$ cat config.mk
export PLATFORM = sky130hd
export DESIGN_NAME = jtgng_vtimer
export DESIGN_NICKNAME = d
export VERILOG_FILES = /design/src/rtl/jtgng_vtimer.sv
export SDC_FILE = /design/constraint.sdc
export NUM_CORES = 1
export LEC_CHECK = 0
export CAP_MARGIN = 20
export CORE_ASPECT_RATIO = 1.75
export CORE_UTILIZATION = 45
export CTS_CLUSTER_DIAMETER = 40
export DETAILED_ROUTE_END_ITERATION = 10
export PLACE_DENSITY_LB_ADDON = 0.08
export SYNTH_ARGS = -nofsm -noshare
export SYNTH_HDL_FRONTEND = slang
export SYNTH_SLANG_ARGS = --single-unit
$ cat constraint.sdc
create_clock -name clk -period 2.4 [get_ports clk]
set_input_delay 0.48 -clock clk [delete_from_list [all_inputs] [get_ports clk]]
set_output_delay 0.48 -clock clk [all_outputs]
set_load 0.02 [all_outputs]
$ cat src/rtl/jtgng_vtimer.sv
// jtgng_vtimer: cen6-paced video timer; in clk/rst_n/cen6, out H/V counters, Hinit/Vinit, LHBL/LVBL, HS/VS, frame
module jtgng_vtimer #(
  parameter int unsigned HTOTAL   = 384,
  parameter int unsigned HB_START = 256,
  parameter int unsigned HS_START = 296,
  parameter int unsigned HS_END   = 328,
  parameter int unsigned VTOTAL   = 262,
  parameter int unsigned VB_START = 240,
  parameter int unsigned VB_END   = 16,
  parameter int unsigned VS_START = 248,
  parameter int unsigned VS_END   = 251
) (
  input  logic       clk,
  input  logic       rst_n,
  input  logic       cen6,
  output logic [8:0] H,
  output logic [8:0] V,
  output logic       Hinit,
  output logic       Vinit,
  output logic       LHBL,
  output logic       LVBL,
  output logic       HS,
  output logic       VS,
  output logic       frame
);
  logic [8:0] hn, vn;
  logic hw, vw, hi;
  always_comb begin
    hw = H == 9'(HTOTAL - 1);
    vw = V == 9'(VTOTAL - 1);
    hn = hw ? 9'd0 : H + 9'd1;
    vn = !hw ? V : vw ? 9'd0 : V + 9'd1;
    hi = 32'(hn) == HTOTAL - 1;
  end
  always_ff @(posedge clk)
    if (!rst_n) begin
      H     <= 9'd0;
      V     <= 9'd0;
      Hinit <= 1'b0;
      Vinit <= 1'b0;
      LHBL  <= 1'b1;
      LVBL  <= 1'b0;
      HS    <= 1'b0;
      VS    <= 1'b0;
      frame <= 1'b0;
    end else if (cen6) begin
      H     <= hn;
      V     <= vn;
      Hinit <= hi;
      Vinit <= hi && 32'(vn) == VTOTAL - 1;
      LHBL  <= 32'(hn) < HB_START;
      LVBL  <= 32'(vn) >= VB_END && 32'(vn) < VB_START;
      HS    <= 32'(hn) >= HS_START && 32'(hn) < HS_END;
      VS    <= 32'(vn) >= VS_START && 32'(vn) < VS_END;
      frame <= frame ^ (hw & vw);
    end
endmodule

==> flow_summary.json <==
{
  "rows": 29,
  "outcome": "complete, no violations",
  "num-fill-cells": 363,
  "place_congestion": 0.849,
  "final_common_cell": "nor2_1",
  "grt_pass1_vias": 1608,
  "num_antenna_cells": 0,
  "die_y_um": 83.2,
  "clkPwrFrac_pct": 34.5,
  "worstHoldPathType": "reg2reg",
  "syn_inst": 212,
  "place_area_um2": 2000,
  "route.vias.total": 1663,
  "skew_ps": 4.51,
  "synthFlopType": "dfxtp_1",
  "rsz0062_at_grt": "false",
  "wl_per_cell_um": 15.8,
  "startpoint_type": "flop",
  "antenna_found_initial": 0,
  "synth.avg_cell_area_um2": 8.00,
  "multi_input_area_um2": 1080,
  "synth-seq-area-share_pct": 29.5,
  "worst-setup-path-type": "reg2reg",
  "finalCritPeriodShare_pct": 93.6,
  "final_nets": 244,
  "cts_buffers": 3,
  "core_area_um2": 3630,
  "ios": 28,
  "synth_area_leaders": "dfxtp_1, nor2_1, mux2i_1, nand2_1, a21oi_1",
  "clk_pin_slew_ps": 100,
  "cts_hold_buf": 0,
  "arrival_ps": 2470,
  "cts_buffer_depth": 2,
  "swShare_pct": 26.2,
  "fin_tns_setup_ps": 0,
  "clkLatencyLatePin_ps": 270,
  "die-area_um2": 4030,
  "yosys_warnings": 0,
  "post-route-min-period_ps": 2250,
  "vdd_drop_max_mv": 0.325,
  "synth-edff-count": 0,
  "final_cell_mix": "nor2_1, clkdlybuf4s50_1, dfxtp_1",
  "ctsHtreeMaxLevel": 1,
  "slew_headroom_pct": 71.7,
  "root_buffer": "clkbuf_8",
  "firstDrtPassIters": 4,
  "wl_um": 4450,
  "grtUsageTotal_pct": 22.7,
  "cp_cell_sequence": "ha_1, and4b_1, nand3_1, nor4_1, a21oi_1, nor3_1, a32o_1",
  "p_switching_mw": 0.203,
  "final_layout_size_suffix_gt1_share_pct": 11.4,
  "ff2ff_path_depth": 7,
  "drtAntennaViolNets": 0,
  "start_util_pct": 46.7,
  "grt_max_degree": 15,
  "p_leak_nw": 0.712,
  "crit_fanout": 9,
  "endpoint_kind": "flop",
  "synth.cell_area_um2": 1700,
  "seq_area_um2": 502,
  "cts_tree": "built",
  "grt_pass1_wl_um": 7250,
  "intPower_mw": 0.570,
  "seqPwrFrac_pct": 55.4,
  "synth-seq-cells": 25,
  "syn_nets": 219,
  "drc_errors": 0,
  "maxCapViolations": 0,
  "combPwrFrac_pct": 10.1,
  "drtIter0Drc": 49,
  "globalRouteOverflowTotal": 0,
  "async_flop_share_pct": 0,
  "preCtsSetupSlack_ps": 184,
  "port_buffers": 27,
  "final_cell_area_um2": 2050,
  "hold_viol_final": 0,
  "worst_path_max_delay_cell": "nor3_1",
  "die_w_um": 48.4,
  "area_growth_syn_to_layout_pct": 21.0,
  "drv_slew": 0,
  "timing.final.ws_setup_ps": 154,
  "viasPerCell": 5.90,
  "yosys.area.top_type": "dfxtp_1",
  "slowest_delay_ps": 370,
  "path_buf_inv": 0,
  "cts.sink_count": 25,
  "setup_viol": 0,
  "cp_top_family": "simple AND/OR/NAND/NOR gates",
  "synthDistinctLibCells": 50,
  "netlist.area_leader.share_pct": 29.5,
  "cp.depth": 7,
  "critPathRequiredTime_ps": 2620,
  "p_per_area_nw_per_um2": 377,
  "fmax_ghz": 0.445,
  "worst_pin_slew_ps": 424,
  "power_mw": 0.772,
  "holdPathStages": 1,
  "hpwl_um": 3300
}
logic make-up after synthesis:
logic type                 Yosys count  synth area share [%]
buffers and inverters               22                  7.31
xor gates and xnor gates            10                  5.17
AOI/OAI and AO/OA                   46                  19.4
muxes                                9                  5.31
and+or+nand+nor                     96                  30.3
adders and majority gates            4                  2.95
DFF                                 25                  29.5
state kept, by name, indices dropped and copies added (netlist names):
signal  flops
LVBL        1
Vinit       1
frame       1
LHBL        1
HS          1
V           9
H           9
VS          1
Hinit       1
Yosys cell counts (5+ instances only):
| cell | n |
|---|---|
| a21oi_1 | 12 |
| buf_2 | 6 |
| clkbuf_1 | 7 |
| dfxtp_1 | 25 |
| mux2i_1 | 9 |
| nand2_1 | 18 |
| nand3_1 | 7 |
| nand4b_1 | 5 |
| nor2_1 | 29 |
| nor3_1 | 10 |
| o21ai_0 | 9 |
| xnor2_1 | 6 |
area by class of cell:
class	instances	share of cell area [%]
clock buffer	3	2.01
clock inverter	1	0.244
inverter	4	0.732
multi-input combinational	165	52.5
sequential	25	24.5
tap	46	2.81
timing repair buffer	38	17.2
stage by stage:
stage / cells / util (%) / hold WS, ps
5_1_grt: 282 / 56.5 / 503
4_1_cts: 282 / 56.3 / 476
6_report: 282 / 56.5 / 473
3_5_place_dp: 278 / 55.0 / 455
3_3_place_gp: 278 / 55.0 / 457
2_1_floorplan: 212 / - / 542
routing by layer:
| layer | vias to the layer above | share of wire (%) | GRT usage, % |
|---|---|---|---|
| met5 | - | 0 | 0 |
| met4 | 0 | 3.8 | 15.0 |
| met3 | 16 | 3.6 | 2.56 |
| met2 | 48 | 53 | 40.8 |
| met1 | 787 | 40 | 24.2 |
| li1 | 812 | - | - |
worst reg2reg max path, delay by kind of cell, from the launching register on:
kind                       cells  cell delay [ps]
AOI/OAI and AO/OA              2              300
adders and majority gates      1              260
DFF                            1              360
and+or+nand+nor                4             1270
power groups by stage:
stage | Combinational (mW) | Sequential [mW] | Clock, mW
floorplan | 0.0402 | 0.443 | 0
CTS | 0.0780 | 0.428 | 0.269
global route | 0.0853 | 0.429 | 0.286
detailed placement | 0.0776 | 0.438 | 0
global placement | 0.0770 | 0.437 | 0
finish | 0.0780 | 0.428 | 0.266
final timing paths:
path / start / endpoint / slack (ps)
worst min-delay path: VS / VS / 470
worst max-delay path: H[1] / VS / 150
worst min register to register: VS / VS / 470
worst max register to register: H[1] / VS / 150
what timing repair did:
action,in CTS,in global routing
hold endpoints to repair,0,0
setup endpoints to repair,0,3
gates resized for setup,0,3
setup buffers,0,0
Power figures use the tool's default switching activity.
